## src/rtl/game_ctrl.sv

```systemverilog
// ============================================================================
// game_ctrl : game sequencer, tick pacing, collision/catch arbitration,
//             BCD scoring and lives for the block-catching game.
// Revision  : 1.0
// ============================================================================
`default_nettype none

module game_ctrl #(
    parameter int TICK_DIV      = 833333,
    parameter int PADDLE_W      = 80,
    parameter int PADDLE_Y      = 440,
    parameter int SQ_SIZE       = 20,
    parameter int LIVES         = 3,
    parameter int RESPAWN_TICKS = 30
) (
    input  logic       clk,
    input  logic       rst_n,
    input  logic       start_flag,
    input  logic       pause_flag,
    input  logic [9:0] x,
    input  logic [9:0] x2,
    input  logic [9:0] vga_x,
    input  logic [9:0] vga_y,
    output logic       move_en,
    output logic       square_reset,
    output logic [2:0] state,
    output logic [7:0] score1,
    output logic [7:0] score2,
    output logic [1:0] lives,
    output logic       game_over
);

    localparam int TW = (TICK_DIV > 1) ? $clog2(TICK_DIV) : 1;
    localparam int RW = $clog2(RESPAWN_TICKS + 1);

    typedef enum logic [2:0] {
        S_IDLE    = 3'd0,
        S_PLAY    = 3'd1,
        S_PAUSE   = 3'd2,
        S_RESPAWN = 3'd3,
        S_OVER    = 3'd4
    } state_t;

    state_t        state_q, state_d;
    logic [TW-1:0] tick_cnt_q, tick_cnt_d;
    logic [RW-1:0] resp_cnt_q, resp_cnt_d;
    logic [7:0]    score1_q, score1_d;
    logic [7:0]    score2_q, score2_d;
    logic [1:0]    lives_q, lives_d;
    logic          move_en_q, move_en_d;
    logic          sq_reset_q, sq_reset_d;
    logic          game_over_q, game_over_d;

    logic          tick;
    logic [10:0]   sq_right, sq_bottom;
    logic          landing, overlap1, overlap2;

    // Saturating two-digit BCD increment.
    function automatic logic [7:0] bcd_inc(input logic [7:0] v);
        logic [7:0] r;
        if (v == 8'h99)
            r = v;
        else if (v[3:0] >= 4'd9)
            r = {v[7:4] + 4'd1, 4'd0};
        else
            r = {v[7:4], v[3:0] + 4'd1};
        return r;
    endfunction

    assign tick       = (tick_cnt_q == TW'(TICK_DIV - 1));
    assign tick_cnt_d = tick ? '0 : tick_cnt_q + TW'(1);

    // Widened to 11 bits so edge sums near 1023 cannot wrap.
    assign sq_right  = {1'b0, vga_x} + 11'(SQ_SIZE);
    assign sq_bottom = {1'b0, vga_y} + 11'(SQ_SIZE);
    assign landing   = (sq_bottom >= 11'(PADDLE_Y));
    assign overlap1  = (sq_right > {1'b0, x})  && ({1'b0, vga_x} < ({1'b0, x}  + 11'(PADDLE_W)));
    assign overlap2  = (sq_right > {1'b0, x2}) && ({1'b0, vga_x} < ({1'b0, x2} + 11'(PADDLE_W)));

    always_comb begin
        state_d    = state_q;
        resp_cnt_d = resp_cnt_q;
        score1_d   = score1_q;
        score2_d   = score2_q;
        lives_d    = lives_q;
        move_en_d  = 1'b0;
        sq_reset_d = 1'b0;

        case (state_q)
            S_IDLE, S_OVER: begin
                if (start_flag) begin
                    score1_d   = 8'h00;
                    score2_d   = 8'h00;
                    lives_d    = 2'(LIVES);
                    sq_reset_d = 1'b1;
                    state_d    = S_PLAY;
                end
            end
            S_PLAY: begin
                if (pause_flag) begin
                    state_d = S_PAUSE;
                end else if (tick) begin
                    if (landing && overlap1) begin
                        score1_d   = bcd_inc(score1_q);
                        sq_reset_d = 1'b1;
                        resp_cnt_d = '0;
                        state_d    = S_RESPAWN;
                    end else if (landing && overlap2) begin
                        score2_d   = bcd_inc(score2_q);
                        sq_reset_d = 1'b1;
                        resp_cnt_d = '0;
                        state_d    = S_RESPAWN;
                    end else if (landing) begin
                        if (lives_q <= 2'd1) begin
                            lives_d = 2'd0;
                            state_d = S_OVER;
                        end else begin
                            lives_d    = lives_q - 2'd1;
                            sq_reset_d = 1'b1;
                            resp_cnt_d = '0;
                            state_d    = S_RESPAWN;
                        end
                    end else begin
                        move_en_d = 1'b1;
                    end
                end
            end
            S_PAUSE: begin
                if (pause_flag)
                    state_d = S_PLAY;
            end
            S_RESPAWN: begin
                if (tick) begin
                    resp_cnt_d = resp_cnt_q + RW'(1);
                    if (resp_cnt_d == RW'(RESPAWN_TICKS))
                        state_d = S_PLAY;
                end
            end
            default: state_d = S_IDLE;
        endcase

        game_over_d = (state_d == S_OVER);
    end

    always_ff @(posedge clk or negedge rst_n) begin
        if (!rst_n) begin
            state_q     <= S_IDLE;
            tick_cnt_q  <= '0;
            resp_cnt_q  <= '0;
            score1_q    <= 8'h00;
            score2_q    <= 8'h00;
            lives_q     <= 2'(LIVES);
            move_en_q   <= 1'b0;
            sq_reset_q  <= 1'b0;
            game_over_q <= 1'b0;
        end else begin
            state_q     <= state_d;
            tick_cnt_q  <= tick_cnt_d;
            resp_cnt_q  <= resp_cnt_d;
            score1_q    <= score1_d;
            score2_q    <= score2_d;
            lives_q     <= lives_d;
            move_en_q   <= move_en_d;
            sq_reset_q  <= sq_reset_d;
            game_over_q <= game_over_d;
        end
    end

    assign state        = state_q;
    assign score1       = score1_q;
    assign score2       = score2_q;
    assign lives        = lives_q;
    assign move_en      = move_en_q;
    assign square_reset = sq_reset_q;
    assign game_over    = game_over_q;

endmodule

`default_nettype wire

```

## config.mk

```make
export PLATFORM = sky130hd
export DESIGN_NAME = game_ctrl
export DESIGN_NICKNAME = d
export VERILOG_FILES = /design/src/rtl/game_ctrl.sv
export SDC_FILE = /design/constraint.sdc
export NUM_CORES = 1
export LEC_CHECK = 0
export ABC_CLOCK_PERIOD_IN_PS = 7700
export CORE_ASPECT_RATIO = 1.2
export CORE_MARGIN = 1.5
export CORE_UTILIZATION = 59
export DETAILED_ROUTE_END_ITERATION = 7
export PLACE_DENSITY = 0.87
export SYNTH_ARGS = -nofsm -noshare
export SYNTH_HDL_FRONTEND = slang
export SYNTH_SLANG_ARGS = --single-unit
```

## constraint.sdc

```tcl
create_clock -name clk -period 7.7 [get_ports clk]
set_input_delay 1.925 -clock clk [delete_from_list [all_inputs] [get_ports clk]]
set_output_delay 1.925 -clock clk [all_outputs]
set_load 0.005 [all_outputs]
```

==> results of run 1 <==
## stage by stage
stage	std cells	setup WS [ps]	instance area, µm²	util	hold slack [ps]
after floorplan	462	3120	4080	-	468
after global placement	612	2130	4840	0.715	487
after detailed placement	612	2070	4840	0.715	495
after CTS	620	2380	4930	0.727	513
after global routing	620	2120	4930	0.727	542
final	620	2340	4930	0.727	515
## how the worst min path moves through the flow
stage	from	end	slack [ps]
3_5_place_dp	tick_cnt_q[17]	tick_cnt_q[17]	500
5_1_grt	tick_cnt_q[17]	tick_cnt_q[17]	540
4_1_cts	tick_cnt_q[17]	tick_cnt_q[17]	510
6_report	tick_cnt_q[17]	tick_cnt_q[17]	510
2_1_floorplan	tick_cnt_q[17]	tick_cnt_q[17]	470
3_3_place_gp	tick_cnt_q[17]	tick_cnt_q[17]	490
## state kept, by name (all words and copies together) (netlist names)
register,count
tick_cnt_q,20
score1,8
score2,8
resp_cnt_q,5
state,3
lives,2
game_over,1
move_en,1
square_reset,1
## final cells by class
cell class,count,area (µm²),share of cell area
Multi-Input combinational cell,365,2670,0.542
Sequential cell,49,1230,0.249
Timing Repair Buffer,68,673,0.137
Inverter,43,161,0.0328
Tap cell,87,109,0.0221
Clock buffer,6,72.6,0.0147
Clock inverter,2,13.8,0.00279
## kinds of logic after synthesis
family,Yosys count,synth area share
and+or+nand+nor,165,0.221
AOI/OAI and AO/OA,103,0.171
adders and majority gates,55,0.169
DFF,49,0.301
buffers and inverters,48,0.0448
xor gates and xnor gates,34,0.0730
muxes,8,0.0199
## layout by cell type, fill, tap and decap left out, drive strengths merged, types with 5 or more instances in the layout
cell	n
and3	5
inv	44
nand4	11
a21o	5
o2111ai	5
clkbuf	6
nand2	27
a211o	7
o21ai	21
xor2	18
nand2b	5
nor3	13
ha	55
nor2b	6
nor2	38
or3	7
mux2i	7
nand3	17
xnor2	16
dfrtp	47
a21oi	24
clkdlybuf4s50	66
a211oi	5
## layer usage
| metal | GRT usage | routed length (µm) |
|---|---|---|
| met1 | 0.322 | 4080 |
| met4 | 0.143 | 430 |
| met5 | 0 | 0 |
| met3 | 0.0398 | 359 |
| met2 | 0.525 | 5170 |
## cells in the mapped netlist (4+ instances only)
master | number | share of area
nor3b_1 | 4 | 0.0074
nor3_1 | 13 | 0.016
nand4_1 | 11 | 0.017
ha_1 | 55 | 0.17
o21ai_0 | 21 | 0.026
dfrtp_1 | 47 | 0.29
a211oi_1 | 5 | 0.0092
a211o_1 | 7 | 0.015
a21oi_1 | 24 | 0.029
or3_1 | 7 | 0.011
and4_1 | 4 | 0.0086
nor2b_1 | 6 | 0.0092
nor2_1 | 38 | 0.035
o2111ai_1 | 5 | 0.011
and3_1 | 5 | 0.0077
nand2_1 | 27 | 0.025
nand2b_1 | 5 | 0.0077
inv_1 | 43 | 0.040
nor4bb_1 | 4 | 0.0098
xor2_1 | 18 | 0.039
mux2i_1 | 7 | 0.017
xnor2_1 | 16 | 0.034
a21o_1 | 5 | 0.0092
nand3_1 | 17 | 0.021
or2_2 | 4 | 0.0061
## power groups by stage
stage	logic (mW)	clock network, mW	registers (mW)
after floorplan	0.144	0	0.308
after global placement	0.248	0	0.314
after detailed placement	0.257	0	0.314
after CTS	0.259	0.158	0.309
after global routing	0.291	0.167	0.313
final	0.259	0.154	0.309
## worst max-delay path: stages
cell and delay (ps):
clkdlybuf4s50_1 530, ha_1 310, o21ai_0 200, xnor2_1 170, ha_1 320, and4_1 250, nand2_1 60, o21ai_0 270
o32a_1 270, a22oi_1 120, o211a_1 270, nor4_1 570, o221ai_1 230
==> results.yml, run 1 <==
min_path:
  min_path_type: "flop to flop"
  hold_depth: 1
layout:
  diodes: 0
  nNetsFinal: 631
  nFillCells: 541
  area_growth_pct: 20.8
  drive_above_1_share: 0.0432
floorplan:
  die-width_um: 78.9
  core_area_um2: 6770
  die_area_um2: 7420
  start_util: 0.602
  io_pins: 68
  row_count: 33
  dieHeight_um: 94.1
timing:
  max_slew.worst_pin.slew_ps: 1070
  min_period_ps: 5360
  clock_skew_ps: 9.94
  tns_ps: 0
  slew_viol_final: 0
  hold_viol: 0
  post-route-period-util: 0.696
  fmax_mhz: 187
  finalSetupViolations: 0
  rsz0062_at_grt: "false"
  slew_headroom: 0.290
synth:
  synth_edf_count: 0
  synth.cell_area_um2: 4080
  synth_warnings: 0
  ys_async_sr_fraction: 1.00
  seq_area_frac_synth: 0.301
  synth_ff_type: "dfrtp_1"
  syn-num-nets: 561
  syn_inst: 462
  syn_avg_cell_area_um2: 8.83
  synth_seq_cells: 49
  synth_cell_type_count: 61
pwr:
  intPower_uw: 475
  p_sw_frac: 0.342
  pwr_density_cell_nw_per_um2: 147
  p_comb_frac: 0.358
  clkPwrFrac: 0.214
  p_total_uw: 723
  switchingPower_uw: 247
  ir_worst_vdd_uv: 129
  seq_power_share: 0.428
  p_leak_nw: 2.25
route:
  ant_nets: 0
  drc_errors: 0
  via_per_inst: 6.03
  drt_wl_total_um: 10000
  drt_first_pass_iters: 4
  vias: 3738
  wl_per_cell_um: 16.2
  drtIter0Drc: 140
clock_tree:
  clockBufferDepth: 2
  htree_levels: 2
  clockRootBuffer: "clkbuf_8"
  postCtsSetupBuffers: 0
  clk-insertion-delay-late_ps: 310
  cts_resized: 0
  path_clk_slew_ps: 100
  cts.sinks: 49
  numCtsBuffers: 5
  cts_hold_buf: 0
  cts_tree: "done"
global_route:
  grt_pass1_wl_um: 17000
  grt_pass1_vias: 3866
  gr-total-overflow: 0
  grt_max_degree: 50
  grt.total_usage: 0.287
  antenna_found_initial: 0
setup_path:
  critPathKind: "input port to flop"
  r2r.worst_path.cells: 7
  r2r_end: "score1[6]"
  r2r-start: "tick_cnt_q[7]"
  crit_path_start_kind: "input port"
  cp-end-kind: "flop"
  critPathMaxFanout: 5
  cp.arrival_ps: 5510
  cp-startpoint: "vga_x[2]"
  worst-endpoint-required_ps: 7850
  rrSetupSlack_ps: 4660
  cp-endpoint: "resp_cnt_q[2]"
placement:
  port_buffers: 67
  place_hpwl_um: 8030
  gp_congestion: 0.994
flow_run:
  cap_violations: 0
status:
  status: "completed"
Power figures use the tool's default switching activity.
==> run 2: changes to the inputs <==
- ABC_CLOCK_PERIOD_IN_PS: 7700 -> 4700
- CORE_UTILIZATION: 59 -> 49
- PLACE_DENSITY: 0.87 -> 0.77
- clock period: 7.7 -> 4.7 ns (I/O delays scaled with it)
==> run 2 against run 1 <==
Against the previous run: via count shrank 0.62%; sequential share of layout area shrank 0.51 points; non-clock buffer count grew 9; hold slack gained 8.8 ps; critical path type unchanged; count of clock-buffer cells in the layout shrank 1; first-iteration DRC count shrank 14%; critical path depth shrank 1; clock skew grew 4.7 ps.
==> results.yml, run 2 (synthesis results as in run 1) <==
floorplan:
  dieHeight_um: 103
  start_util: 0.503
  die_area_um2: 8880
  io_pins: 68
  row_count: 36
  die-width_um: 86.3
  core_area_um2: 8110
setup_path:
  cp.arrival_ps: 4540
  rrSetupSlack_ps: 1840
  critPathKind: "input port to flop"
  r2r.worst_path.cells: 7
  r2r-start: "tick_cnt_q[7]"
  cp-startpoint: "vga_x[6]"
  worst-endpoint-required_ps: 4880
  slowest_stage: "clkdlybuf4s50_1"
  crit_path_start_kind: "input port"
  path_cells: "clkdlybuf4s50_1 > o2111ai_1 > xnor2_1 > ha_1 > a21oi_1 > nor2b_1 > a2111oi_0 > a31oi_1 > a221o_1 > or3_1 > a21oi_1 > o21ai_0"
  max_stage_delay_ps: 680
  cp-end-kind: "flop"
  critPathMaxFanout: 6
  r2r_end: "score1[6]"
  cp_common_cell: "a21oi_1"
  cp-endpoint: "state[0]"
placement:
  gp_congestion: 0.946
  port_buffers: 67
  postPlaceCellArea_um2: 4920
  place_hpwl_um: 7990
  dp.cells: 629
  place_ws_ps: 95.9
clock_tree:
  clockBufferDepth: 2
  cts_hold_buf: 0
  cts.sinks: 49
  clockRootBuffer: "clkbuf_8"
  postCtsSetupBuffers: 0
  numCtsBuffers: 5
  htree_levels: 2
  cts_resized: 0
  cts_tree: "done"
  path_clk_slew_ps: 100
  clk-insertion-delay-late_ps: 310
timing:
  hold_viol: 0
  finalSetupViolations: 0
  rsz0062_at_grt: "false"
  setup_ws_ps: 342
  tns_ps: 0
  fmax_mhz: 229
  slew_headroom: 0.579
  post-route-period-util: 0.927
  max_slew.worst_pin.slew_ps: 632
  fin_hold_ws_ps: 524
  min_period_ps: 4360
  slew_viol_final: 0
  clock_skew_ps: 14.7
min_path:
  min_path_type: "flop to flop"
  hold_depth: 1
global_route:
  grt_pass1_vias: 3756
  grt_max_degree: 50
  grt_pass1_wl_um: 16700
  antenna_found_initial: 0
  grt.total_usage: 0.236
  gr-total-overflow: 0
layout:
  final_cell_mix: "clkdlybuf4s50_1, ha_1, dfrtp_1, inv_1, nor2_1"
  drive_above_1_share: 0.0609
  top_register: "tick_cnt_q"
  nNetsFinal: 640
  stdcell_area_um2: 5030
  area_growth_pct: 23.3
  final_common_cell: "clkdlybuf4s50_1"
  nFillCells: 694
  stdcell_count: 637
  largest_register_ffs: 20
  diodes: 0
route:
  drt_wl_total_um: 10100
  drc_errors: 0
  drtIter0Drc: 121
  via_per_inst: 5.83
  ant_nets: 0
  drt_first_pass_iters: 4
  wl_per_cell_um: 15.9
  vias: 3715
flow_run:
  cap_violations: 0
pwr:
  pwr_density_cell_nw_per_um2: 248
  ir_worst_vdd_uv: 191
  p_leak_nw: 2.30
status:
  status: "completed"
[run 2: worst min path at each step]
stage	start	end	slack (ps)
6_report	tick_cnt_q[0]	tick_cnt_q[0]	520
3_5_place_dp	tick_cnt_q[7]	tick_cnt_q[7]	510
3_3_place_gp	tick_cnt_q[17]	tick_cnt_q[17]	490
5_1_grt	tick_cnt_q[16]	tick_cnt_q[16]	540
4_1_cts	tick_cnt_q[7]	tick_cnt_q[7]	520
2_1_floorplan	tick_cnt_q[17]	tick_cnt_q[17]	470
[run 2: worst max-delay path: cells and delay by family]
family | cells | cell delay (ps)
xor+xnor | 1 | 310
buf+inv | 1 | 680
fa+ha+maj | 1 | 320
simple gates | 2 | 440
compound gates | 7 | 1620
[run 2: per-stage QoR]
stage,util,power [mW]
4_1_cts,0.620,1.25
6_report,0.620,1.25
5_1_grt,0.620,1.33
3_3_place_gp,0.606,0.926
2_1_floorplan,-,0.740
3_5_place_dp,0.606,0.942
[run 2: area by class of cell]
type	count	area (µm²)	area share
multi-input combinational	365	2670	0.530
sequential	49	1230	0.244
timing repair buffer	77	741	0.147
inverter	43	161	0.0321
tap	95	119	0.0236
clock buffer	5	68.8	0.0137
clock inverter	3	43.8	0.00871
[run 2: power breakdown]
group	switching [mW]	leakage, nW	internal (mW)	total [mW]
clock network	0.150	0.0585	0.160	0.310
logic	0.213	1.63	0.217	0.430
registers	0.0486	0.620	0.459	0.508
[run 2: per-layer routing]
metal	routed length [µm]	global-route usage	vias up
li1	-	-	1843
met1	4310	0.276	1750
met2	5210	0.439	102
met3	382	0.0296	20
met4	206	0.0906	0
met5	0	0	-
==> run 3: changes to the inputs <==
- CORE_MARGIN: 1.5 -> 2
==> run 3 against run 2 <==
Against the previous run: worst setup slack worse by 56 ps; flip-flop and latch count unchanged; count of clock-buffer cells in the layout is 2 higher; sequential share of layout area rose by 0.055 points; largest power group unchanged.
==> results.yml, run 3 (synthesis results as in run 1) <==
global_route:
  antenna_found_initial: 0
  gr-total-overflow: 0
  grt_pass1_vias: 3744
  grt_pass1_wl_um: 17000
  grt_max_degree: 50
  grt.total_usage: 0.226
setup_path:
  cp_top_family: "compound AO/OA/AOI/OAI gates"
  critPathKind: "input port to flop"
  cp-end-kind: "flop"
  critPathMaxFanout: 7
  crit_path_start_kind: "input port"
  cp_common_cell: "a21oi_1"
  max_stage_delay_ps: 660
  path_cells: "clkdlybuf4s50_1 > nand4_1 > nor2_1 > xor2_1 > ha_1 > and3_1 > a211o_1 > a21oi_1 > a31oi_1 > a221o_1 > or3_1 > a21oi_1 > o21ai_0"
  worst-endpoint-required_ps: 4860
  cp.arrival_ps: 4580
  worst-path-buf-inv: 1
  slowest_stage: "clkdlybuf4s50_1"
min_path:
  min_path_type: "flop to flop"
timing:
  hold_viol: 0
  fmax_mhz: 227
  slew_viol_final: 0
  setup_ws_ps: 286
  clock_skew_ps: 5.90
  min_period_ps: 4410
  finalSetupViolations: 0
  rsz0062_at_grt: "false"
  max_slew.worst_pin.slew_ps: 1060
  post-route-period-util: 0.939
  slew_headroom: 0.295
  tns_ps: 0
  fin_hold_ws_ps: 527
placement:
  port_buffers: 67
  place_ws_ps: 40.5
  gp_congestion: 0.942
  place_hpwl_um: 7960
clock_tree:
  cts_hold_buf: 0
  cts_tree: "done"
  htree_levels: 2
  numCtsBuffers: 5
  clockBufferDepth: 2
  path_clk_slew_ps: 90
  clockRootBuffer: "clkbuf_8"
  cts.sinks: 49
  cts_resized: 0
  clk-insertion-delay-late_ps: 300
  postCtsSetupBuffers: 0
route:
  drtIter0Drc: 174
  vias: 3716
  via_per_inst: 5.85
  drc_errors: 0
  drt_first_pass_iters: 4
  drt_wl_total_um: 9990
  ant_nets: 0
  wl_per_cell_um: 15.7
floorplan:
  core_area_um2: 8110
  io_pins: 68
  row_count: 36
  start_util: 0.503
  die-width_um: 87.3
  die_area_um2: 9070
  dieHeight_um: 104
pwr:
  pwr_density_cell_nw_per_um2: 248
  ir_worst_vdd_uv: 204
  p_total_mw: 1.25
  p_leak_nw: 2.29
layout:
  drive_above_1_share: 0.0556
  final_cell_mix: "clkdlybuf4s50_1, ha_1, dfrtp_1, inv_1, nor2_1"
  nNetsFinal: 638
  diodes: 0
  largest_register_ffs: 20
  area_growth_pct: 23.0
  top_register: "tick_cnt_q"
  final_common_cell: "clkdlybuf4s50_1"
status:
  status: "completed"
flow_run:
  cap_violations: 0
## run 3: cell types whose count changed in the layout (fill, tap and decap cells not counted)
cell,previous run,this run
clkbuf_8,5,6
clkinv_2,1,0
inv_6,1,0
clkbuf_1,0,1
buf_4,10,8
## run 3: final cells by class
type | instances | area [µm²]
Fill cell | 696 | 3090
Inverter | 43 | 161
Multi-Input combinational cell | 365 | 2670
Clock buffer | 7 | 86.3
Timing Repair Buffer | 75 | 726
Clock inverter | 1 | 30.0
Tap cell | 95 | 119
Sequential cell | 49 | 1230
## run 3: routing by layer
layer / share of wire / vias to the layer above / track usage
met2: 0.52 / 83 / 0.406
met5: 0 / - / 0
met3: 0.035 / 16 / 0.0246
li1: - / 1836 / -
met4: 0.017 / 0 / 0.0626
met1: 0.42 / 1781 / 0.281
## run 3: power breakdown
| part | leakage (nW) | switching [mW] | total (mW) | internal (mW) |
|---|---|---|---|---|
| Combinational | 1.62 | 0.214 | 0.431 | 0.216 |
| Sequential | 0.620 | 0.0489 | 0.508 | 0.459 |
| Clock | 0.0585 | 0.135 | 0.308 | 0.174 |
| Total | 2.29 | 0.398 | 1.25 | 0.849 |
## run 3: worst paths after layout
check	slack, ps	from	to	cells past startpoint
setup / recovery	290	vga_x[5]	state[0]	13
hold / removal	530	tick_cnt_q[0]	tick_cnt_q[0]	1
setup reg to reg	1790	tick_cnt_q[7]	score1[6]	7
hold reg to reg	530	tick_cnt_q[0]	tick_cnt_q[0]	1
max in group asynchronous	2980	rst_n	score1[1]	1
min in group asynchronous	1060	rst_n	tick_cnt_q[10]	1
## run 3: metrics by stage
stage	instance area [µm²]	utilization	instances
4_1_cts	5020	0.619	635
2_1_floorplan	4080	-	462
3_5_place_dp	4900	0.605	627
3_3_place_gp	4900	0.605	627
6_report	5020	0.619	635
5_1_grt	5020	0.619	635
## run 3: worst register-to-register path: stages (launching register included)
cell,delay [ps]
dfrtp_1,430
nand4b_1,180
or3_1,360
or3_1,520
or3_1,410
or4_1,550
and2_4,190
a21o_1,170
